$ cat config.mk
export PLATFORM = sky130hd
export DESIGN_NAME = axi_lite_arbiter
export DESIGN_NICKNAME = d
export VERILOG_FILES = /design/src/rtl/axi_lite_arbiter.sv
export SDC_FILE = /design/constraint.sdc
export NUM_CORES = 1
export LEC_CHECK = 0
export BUFFER_PORTS_ARGS = -buffer_cell sky130_fd_sc_hd__buf_2
export CORE_MARGIN = 5
export CORE_UTILIZATION = 40
export DETAILED_ROUTE_END_ITERATION = 7
export GPL_TIMING_DRIVEN = 1
export PLACE_DENSITY_LB_ADDON = 0.25
export SLEW_MARGIN = 5
export SYNTH_ARGS = -nofsm -noshare
export SYNTH_HDL_FRONTEND = slang
export SYNTH_SLANG_ARGS = --single-unit
export TNS_END_PERCENT = 30
$ cat constraint.sdc
create_clock -name clk -period 1.5 [get_ports clk]
set_input_delay 0.15 -clock clk [delete_from_list [all_inputs] [get_ports clk]]
set_output_delay 0.15 -clock clk [all_outputs]
set_load 0.02 [all_outputs]
$ cat src/rtl/axi_lite_arbiter.sv
// Arbitrates an instruction-fetch port and a data load/store port onto one AXI-Lite master.
// Define ARB_ROUND_ROBIN_EN for alternating tie-breaks; otherwise D_FIRST fixes priority.
module axi_lite_arbiter #(
    parameter bit D_FIRST = 1'b1
) (
    input  logic        clk,
    input  logic        reset,
    input  logic        i_req,
    input  logic [31:0] i_addr,
    input  logic        d_req,
    input  logic        d_we,
    input  logic [31:0] d_addr,
    input  logic [31:0] d_wdata,
    output logic [31:0] rsp_data,
    output logic        i_done,
    output logic        d_done,
    output logic        rsp_err,
    output logic [31:0] addr,
    output logic        awvalid,
    input  logic        awready,
    output logic        wvalid,
    input  logic        wready,
    output logic [31:0] wdata,
    output logic [3:0]  wstrb,
    input  logic        bvalid,
    output logic        bready,
    input  logic        bresp,
    output logic        arvalid,
    input  logic        arready,
    input  logic        rvalid,
    output logic        rready,
    input  logic [31:0] rdata,
    input  logic        rresp
);
    localparam int unsigned AW = 32;
    localparam int unsigned DW = 32;

    typedef enum logic [2:0] {IDLE, RADDR, RDATA, WADDR, WRESP} state_e;

    state_e          state_q, state_d;
    logic            win_d_q, win_d_d;
    logic [AW-1:0]   addr_q, addr_d;
    logic [DW-1:0]   wdata_q, wdata_d;
    logic [DW-1:0]   rsp_data_q, rsp_data_d;
    logic            rsp_err_q, rsp_err_d;
    logic            awvalid_q, awvalid_d;
    logic            wvalid_q, wvalid_d;
    logic            bready_q, bready_d;
    logic            arvalid_q, arvalid_d;
    logic            rready_q, rready_d;
    logic            i_done_q, i_done_d;
    logic            d_done_q, d_done_d;
    logic            grant_c;
    logic            pick_d_c;
    logic            aw_pend_c;
    logic            w_pend_c;

    // Arbitrate only in IDLE and never in the cycle a done pulses.
    assign grant_c = (state_q == IDLE) && !i_done_q && !d_done_q && (i_req || d_req);

`ifdef ARB_ROUND_ROBIN_EN
    logic prefer_d_q, prefer_d_d;

    assign pick_d_c   = d_req && (!i_req || prefer_d_q);
    assign prefer_d_d = grant_c ? !pick_d_c : prefer_d_q;

    always_ff @(posedge clk or negedge reset) begin
        if (!reset) prefer_d_q <= 1'b1;
        else        prefer_d_q <= prefer_d_d;
    end
`else
    assign pick_d_c = d_req && (!i_req || D_FIRST);
`endif

    assign aw_pend_c = awvalid_q && !awready;
    assign w_pend_c  = wvalid_q && !wready;

    always_comb begin
        state_d    = state_q;
        win_d_d    = win_d_q;
        addr_d     = addr_q;
        wdata_d    = wdata_q;
        rsp_data_d = rsp_data_q;
        rsp_err_d  = rsp_err_q;
        awvalid_d  = awvalid_q;
        wvalid_d   = wvalid_q;
        bready_d   = bready_q;
        arvalid_d  = arvalid_q;
        rready_d   = rready_q;
        i_done_d   = 1'b0;
        d_done_d   = 1'b0;
        unique case (state_q)
            IDLE: begin
                if (grant_c) begin
                    win_d_d = pick_d_c;
                    if (pick_d_c) begin
                        addr_d  = d_addr;
                        wdata_d = d_wdata;
                        if (d_we) begin
                            awvalid_d = 1'b1;
                            wvalid_d  = 1'b1;
                            state_d   = WADDR;
                        end else begin
                            arvalid_d = 1'b1;
                            state_d   = RADDR;
                        end
                    end else begin
                        addr_d    = i_addr;
                        arvalid_d = 1'b1;
                        state_d   = RADDR;
                    end
                end
            end
            // rready only rises after the address handshake, so early rvalid waits.
            RADDR: begin
                if (arready) begin
                    arvalid_d = 1'b0;
                    rready_d  = 1'b1;
                    state_d   = RDATA;
                end
            end
            RDATA: begin
                if (rvalid) begin
                    rready_d   = 1'b0;
                    rsp_data_d = rdata;
                    rsp_err_d  = rresp;
                    i_done_d   = !win_d_q;
                    d_done_d   = win_d_q;
                    state_d    = IDLE;
                end
            end
            WADDR: begin
                awvalid_d = aw_pend_c;
                wvalid_d  = w_pend_c;
                if (!aw_pend_c && !w_pend_c) begin
                    bready_d = 1'b1;
                    state_d  = WRESP;
                end
            end
            WRESP: begin
                if (bvalid) begin
                    bready_d   = 1'b0;
                    rsp_data_d = '0;
                    rsp_err_d  = bresp;
                    i_done_d   = !win_d_q;
                    d_done_d   = win_d_q;
                    state_d    = IDLE;
                end
            end
            default: state_d = IDLE;
        endcase
    end

    always_ff @(posedge clk or negedge reset) begin
        if (!reset) begin
            state_q    <= IDLE;
            win_d_q    <= 1'b0;
            addr_q     <= '0;
            wdata_q    <= '0;
            rsp_data_q <= '0;
            rsp_err_q  <= 1'b0;
            awvalid_q  <= 1'b0;
            wvalid_q   <= 1'b0;
            bready_q   <= 1'b0;
            arvalid_q  <= 1'b0;
            rready_q   <= 1'b0;
            i_done_q   <= 1'b0;
            d_done_q   <= 1'b0;
        end else begin
            state_q    <= state_d;
            win_d_q    <= win_d_d;
            addr_q     <= addr_d;
            wdata_q    <= wdata_d;
            rsp_data_q <= rsp_data_d;
            rsp_err_q  <= rsp_err_d;
            awvalid_q  <= awvalid_d;
            wvalid_q   <= wvalid_d;
            bready_q   <= bready_d;
            arvalid_q  <= arvalid_d;
            rready_q   <= rready_d;
            i_done_q   <= i_done_d;
            d_done_q   <= d_done_d;
        end
    end

    assign rsp_data = rsp_data_q;
    assign rsp_err  = rsp_err_q;
    assign i_done   = i_done_q;
    assign d_done   = d_done_q;
    assign addr     = addr_q;
    assign wdata    = wdata_q;
    assign wstrb    = 4'b1111;
    assign awvalid  = awvalid_q;
    assign wvalid   = wvalid_q;
    assign bready   = bready_q;
    assign arvalid  = arvalid_q;
    assign rready   = rready_q;

endmodule

* Word level (Yosys, flattened, before mapping) *
Cells that the tools add are included.
W data, S select, Z words.

word-level totals
  register bits after elaboration = 108
  input port bits = 140
  output and inout bits = 108
  logic and storage cells = 90

operators by class
  equality and inequality tests = 12
  mux-type cells = 37
  reductions and logical operators = 28

operator list
  cell                  number
  $mux W32              3
  $pmux W32 S2          1
  $mux W3               6
  $mux W1               17
  $pmux W1 S2           8
  $pmux W3 S5           1
  $ne A2 B2 Y1 const B  7
  $reduce_and A3 Y1     4
  $reduce_bool A2 Y1    5
  $reduce_and A4 Y1     2
  $logic_not A1 Y1      7
  $eq A3 B2 Y1 const B  2
  $logic_and A1 B1 Y1   6
  $reduce_and A5 Y1     1
  $eq A3 B1 Y1 const B  1
  $eq A3 B3 Y1 const B  1
  $logic_not A3 Y1      1
  $ne A3 B3 Y1 const B  1
  $mux W2               1
  $reduce_and A2 Y1     1
  $logic_or A1 B1 Y1    1

* Logic depth before layout (Yosys ltp) *
Gate-level depths: netlist (run 1).

  word-level depth = 6
  gate-level depth with buffers = 7
  depth with buffers taken out = 4

* Worst setup path before layout (run 1) *
No wires, ideal clock.

  path type = reg2reg
  start point = reg state_q[1]
  end point = reg addr_q[21] (netlist: addr[21])
  library setup time = 0.125 ns
  data arrival time = 1.480 ns
  data required time = 1.375 ns
  slack = -0.105 ns
  stages on the path, launching flop included = 7
  path buffers = 3
  clock period less this slack = 1.605 ns
  path through = dfrtp_1 buf_2 or3_4 nor4_4 buf_4 buf_4 a21oi_1

between the ends
  word-level cells in the longest chain between the ends = 5

RTL lines
  item                                  line    RTL
  start: declaration                    40      state_e state_q, state_d;
  start signal: assignment              170     state_q <= state_d;
  $logic_not A3 Y1 *                    59, 92
  $logic_and A1 B1 Y1 (3 in series)     59      assign grant_c = (state_q == IDLE) && !i_done_q && !d_done_q && (i_req || d_req);
  $reduce_and A2 Y1 (no source line) *  n/a
  end signal: assignment                172     addr_q <= addr_d;
  end: declaration                      42      logic [AW-1:0] addr_q, addr_d;

Mark *: on every way between the ends. The rest lies on a longest branch, timed or not.
A chain may end at the register's enable or synchronous reset.

* Final worst setup path (run 1) *
  start point = reg state_q[1]
  end point = reg addr_q[19] (netlist: addr[19])

Same word-level chain as after synthesis.

==> results of run 1 <==
-- kinds of logic (layout without fill, tap and decap cells) --
logic type             count (synthesis)  in the layout  synth area share, %
buffers and inverters                 34            339                 4.08
muxes                                 66             66                 15.8
DFF                                  108            108                 60.8
and+or+nand+nor                       55             55                 5.60
AOI/OAI and AO/OA                     86             86                 13.7
other                                  1              4               0.0843
-- metal layers --
layer / vias to the layer above / GRT usage (%)
met3: 15 / 4.54
li1: 1844 / -
met2: 132 / 34.9
met5: - / 0
met1: 1833 / 21.4
met4: 0 / 5.95
-- final cells by class --
cell class / instances / area (sq um)
clock buffers: 10 / 128
inverters: 6 / 22.5
repair buffers: 317 / 2080
flip-flops and latches: 108 / 2700
fillers: 898 / 4000
multi-input cells: 211 / 1710
clock inverters: 6 / 72.6
well taps: 140 / 175
-- critical path: stages, from the launching register on --
cell	delay [ps]
dfrtp_1	410
or3_4	400
nor4_4	150
buf_6	210
buf_12	140
buf_16	120
a21oi_1	80
-- worst paths after layout --
kind                                   startpoint                     to  depth (start not counted)
setup / recovery           state_q[1]$_DFFE_PN0P_   addr[19]$_DFFE_PN0P_                          6
hold / removal                         d_wdata[8]   wdata[8]$_DFFE_PN0P_                          2
setup reg to reg           state_q[1]$_DFFE_PN0P_   addr[19]$_DFFE_PN0P_                          6
hold reg to reg               win_d_q$_DFFE_PN0P_       i_done$_DFF_PN0_                          1
max in group asynchronous                   reset  wdata[10]$_DFFE_PN0P_                          3
min in group asynchronous                   reset   addr[26]$_DFFE_PN0P_                          2
-- per-stage QoR --
step	area, sq um	total power, uW
finish	6890	14600
global route	6890	15600
floorplan	4540	9580
global placement	5990	11700
CTS	6740	14400
detailed placement	5990	12000
-- power breakdown --
part	total, uW	internal (uW)	leakage [uW]	switching (uW)
clock network	1770	794	0.000103	976
logic	7790	3480	0.00206	4310
registers	5060	4310	0.00128	748
-- sequential cells by signal, indices dropped and copies added (netlist names) --
register,flops
win_d_q,1
rsp_err,1
wdata,32
state_q,3
d_done,1
bready,1
i_done,1
awvalid,1
rsp_data,32
wvalid,1
rready,1
addr,32
arvalid,1
-- synthesized netlist by cell type (all sizes together) --
library cell / count / area share (%)
a2111oi: 1 / 0.20
a21o: 2 / 0.34
a21oi: 35 / 4.5
a22o: 32 / 6.3
a22oi: 1 / 0.17
a311oi: 1 / 0.20
a31oi: 2 / 0.28
a32o: 1 / 0.23
and2b: 1 / 0.17
and3: 1 / 0.14
buf: 22 / 3.1
clkbuf: 6 / 0.51
conb: 1 / 0.084
dfrtp: 108 / 61
inv: 6 / 0.51
mux2: 34 / 8.6
mux2i: 32 / 7.2
nand2: 6 / 0.51
nand3: 2 / 0.23
nand3b: 1 / 0.17
nand4: 1 / 0.14
nor2: 40 / 3.4
nor4: 2 / 0.62
o21ai: 9 / 1.0
o311a: 1 / 0.23
o32ai: 1 / 0.20
or3: 1 / 0.25
-- what timing repair did --
action	4_1_cts	5_1_grt
buffers inserted	2	1
resized for setup	21	14
setup endpoints to repair	100	101
pin swaps	5	29
gates cloned	4	3
hold buffers	41	2
endpoints found under the hold margin	67	2
==> results_dict.tcl, run 1 <==
set metrics [dict create \
    status "complete, but fails checks" \
    violations "negative setup slack" \
    met2RoutedLength_microns 7090 \
    globalRouteTotalUtil_pct 18.9 \
    number_of_global_route_vias_before_repair 4094 \
    critical_path_required_ps 1750 \
    detail_route.iter0.violations 154 \
    post-route-period-util_pct 107 \
    top_layer "met4" \
    global_route.overflow_total 0 \
    routed-via-count 3824 \
    final-setup-viol-count 47 \
    grt_start_max_net_pins 34 \
    largest_driver_fanout_on_the_critical_path 6 \
    worstHoldPathType "in2reg" \
    cts_tree "built" \
    clock_insertion_delay_worst_skew_ps 360 \
    final_period_demand_of_the_worst_path_ps 1610 \
    boundaryPins 248 \
    pre_cts_setup_slack_ps -166 \
    placeableCoreArea_sq_um 10900 \
    hpwl_microns 9170 \
    max_freq_mhz 620 \
    start_util_pct 40.9 \
    grt_antenna_before_repair 0 \
    design.die.area_sq_um 13300 \
    setup.worst_path.class "reg2reg" \
    remaining_drc_errors 0 \
    power_leakage_uw 0.00344 \
    nature_of_the_critical_path_startpoint "flop" \
    clockRootBuffer "clkbuf_8" \
    met3_wirelength_microns 848 \
    power.density_nw_per_um2 2120 \
    finalHoldWorstSlack_ps 19.4 \
    nets 793 \
    number_of_buffers_created_by_cts 9 \
    setup-tns-final_ps -2240 \
    postRouteAntennaNets 0 \
    worst_slack_ps -112 \
    worst-slew-pin-transition_ps 517 \
    rows 38 \
    layout_commonest_cell "buf_2" \
    skew_ps 12.5 \
    syn-instance-count 350 \
    irDropWorstVdd_v 0.00116 \
    wirelength_met1_microns 4820 \
    timing.reg2reg.setup_slack_ps -110 \
    first_pass_iters 5 \
    clock_tree.buffer_depth 2 \
    placed_instances 729 \
    totalWireLength_microns 13000 \
    antenna_cells_inserted 0 \
    htree_levels 3 \
    avg_cell_area_syn_sq_um 12.7 \
    grt_pass1_wl_microns 19700 \
    detail_route.vias_per_cell 4.79 \
    placement.io_buffers 243 \
    netlist-cell-type-count 31 \
    dieHeight_microns 115 \
    fp.dieW_microns 115 \
    clk_pin_slew_worst_paths_ps 110 \
    final_cell_count_no_fill 798 \
    final-max-slew-violation-count 0 \
    place.gp.congestion 0.790 \
    areaGrowthSynthToFinish_pct 54.9 \
    ys_warn_count 0 \
    syn_area_sq_um 4450 \
    final-hold-violation-count 0 \
    slew_headroom_pct 65.5 \
    final_cell_mix "buf_2, dfrtp_1, dlygate4sd3_1" \
    utilization_pct 63.3 \
    clock_sink_count 108 \
    post_drt_wl_per_cell_microns 16.2 \
    share_of_post_route_cells_with_drive_strength_above_1_pct 55.5 \
    worstPathArrival_ps 1860 \
    ys_seq_elements 108 \
    seq_area_frac_synth_pct 60.8 \
    setup_repair_after_global_routing_missed_its_margin "yes" \
    crit_path_end_kind "flop" \
    number_of_maximum_capacitance_constraint_violations 0 \
]
Note: power is estimated with default switching activity, not from simulation.
==> inputs of run 2 (changes only) <==
CORE_UTILIZATION = 48   (was 40)
clock period = 2.1 ns   (was 1.5 ns; I/O delays follow)
==> run 2 against run 1 <==
  * The flow now finishes without violations
  * Worst setup slack better by 400 ps
  * Clock power down 28%
  * Count of clock-buffer cells in the layout down 1
  * First-iteration DRC count up 19%
  * Worst hold slack better by 43 ps
  * Utilization up 1.9 points
  * Power down 36%
  * Final area down 13%
  * Largest cell class unchanged
==> results_dict.tcl, run 2 (synthesized netlist as in run 1, its figures left out) <==
set metrics [dict create \
    layout_commonest_cell "buf_2" \
    grt_pass1_wl_microns 18500 \
    path_cells "or3_4 > nor4_4 > buf_4 > nor2_1 > a21oi_1" \
    design.die.area_sq_um 11300 \
    first_pass_iters 4 \
    global_route.overflow_total 0 \
    final-hold-violation-count 0 \
    crit_path_end_kind "flop" \
    clock_tree.buffer_depth 2 \
    pre_cts_setup_slack_ps 304 \
    rows 35 \
    timing.critical_path.slowest_cell_delay_ps 470 \
    final_cell_mix "buf_2, dfrtp_1, nor2_1" \
    post_drt_wl_per_cell_microns 16.3 \
    htree_levels 3 \
    power.density_nw_per_um2 1580 \
    nets 729 \
    skew_ps 15.9 \
    nature_of_the_critical_path_startpoint "flop" \
    clockRootBuffer "clkbuf_8" \
    worstPathArrival_ps 2090 \
    cts_tree "built" \
    grt_antenna_before_repair 0 \
    worst_path_dominant_cell_family "simple AND/OR/NAND/NOR gates" \
    globalRouteTotalUtil_pct 20.4 \
    placement.io_buffers 243 \
    placeableCoreArea_sq_um 9150 \
    max_freq_mhz 552 \
    fillers 752 \
    remaining_drc_errors 0 \
    dieHeight_microns 106 \
    number_of_buffers_created_by_cts 9 \
    place.gp.congestion 0.785 \
    routed-via-count 3570 \
    power_leakage_uw 0.00309 \
    hpwl_microns 9020 \
    areaGrowthSynthToFinish_pct 34.1 \
    detail_route.iter0.violations 183 \
    critical_path_required_ps 2380 \
    boundaryPins 248 \
    slew_headroom_pct 60.6 \
    largest_driver_fanout_on_the_critical_path 46 \
    share_of_post_route_cells_with_drive_strength_above_1_pct 52.4 \
    number_of_maximum_capacitance_constraint_violations 0 \
    worstHoldPathType "in2reg" \
    postRouteAntennaNets 0 \
    worst_slack_ps 288 \
    slowest_stage "dfrtp_1" \
    final_period_demand_of_the_worst_path_ps 1810 \
    clk_pin_slew_worst_paths_ps 100 \
    area.sequential_sq_um 2700 \
    fp.dieW_microns 106 \
    total_buffers_and_inverters_traversed_by_the_critical_path 1 \
    status "complete, no violations" \
    post-route-period-util_pct 86.3 \
    post_cts_resize_count 0 \
    clock_insertion_delay_worst_skew_ps 360 \
    totalWireLength_microns 11500 \
    irDropWorstVdd_v 0.000720 \
    clock_sink_count 108 \
    multi_input_comb_area_sq_um 1580 \
    final-setup-viol-count 0 \
    setup.worst_path.class "reg2reg" \
    final-max-slew-violation-count 0 \
    detail_route.vias_per_cell 5.06 \
    worst-slew-pin-transition_ps 575 \
    number_of_global_route_vias_before_repair 3777 \
    setup-tns-final_ps 0 \
    antenna_cells_inserted 0 \
    start_util_pct 48.6 \
    grt_start_max_net_pins 57 \
    setup_repair_after_global_routing_missed_its_margin "no" \
]
-- run 2: layout make-up --
type,instances,share of cell area [%]
timing repair buffer,253,22.1
clock inverter,7,1.36
inverter,6,0.378
clock buffer,9,2.08
tap,111,2.33
sequential,108,45.3
multi-input combinational,211,26.4
-- run 2: what timing repair did --
item	in CTS	in global routing
hold endpoints to repair	19	0
hold buffers	1	0
buffers inserted	0	0
-- run 2: worst paths after layout --
kind	startpoint	endpoint	slack [ps]	cells after the start
max reg2reg	state_q[1]$_DFFE_PN0P_	addr[18]$_DFFE_PN0P_	290	5
min in group asynchronous	reset	wdata[6]$_DFFE_PN0P_	290	2
min reg2reg	win_d_q$_DFFE_PN0P_	i_done$_DFF_PN0_	430	1
max	state_q[1]$_DFFE_PN0P_	addr[18]$_DFFE_PN0P_	290	5
max in group asynchronous	reset	addr[13]$_DFFE_PN0P_	1080	3
min	rdata[31]	rsp_data[31]$_DFFE_PN0P_	60	2
-- run 2: stage by stage --
step                std cells  hold WS, ps  power, uW  util [%]  area [sq um]
finish                    705         62.0       9430      65.2          5970
global placement          688          122       8090      62.8          5750
global route              705         47.4      10100      65.2          5970
floorplan                 353        -85.6       6680         -          4460
CTS                       705         40.3       9540      65.2          5970
detailed placement        688          125       8250      62.8          5750
-- run 2: worst reg2reg max path: stages (launching register included) --
cell	delay, ps
dfrtp_1	470
or3_4	450
nor4_4	170
buf_4	420
nor2_1	100
a21oi_1	140
-- run 2: metal layers --
| metal | up-vias | global-route usage [%] | routed length [microns] |
|---|---|---|---|
| met4 | 0 | 6.38 | 178 |
| met2 | 165 | 34.3 | 5620 |
| met1 | 1674 | 25.7 | 4610 |
| met3 | 16 | 5.53 | 1090 |
| li1 | 1715 | - | - |
| met5 | - | 0 | 0 |
-- run 2: power breakdown --
part | switching, uW | internal, uW
sequential | 549 | 3080
combinational | 2720 | 1810
clock | 699 | 571
total | 3970 | 5460
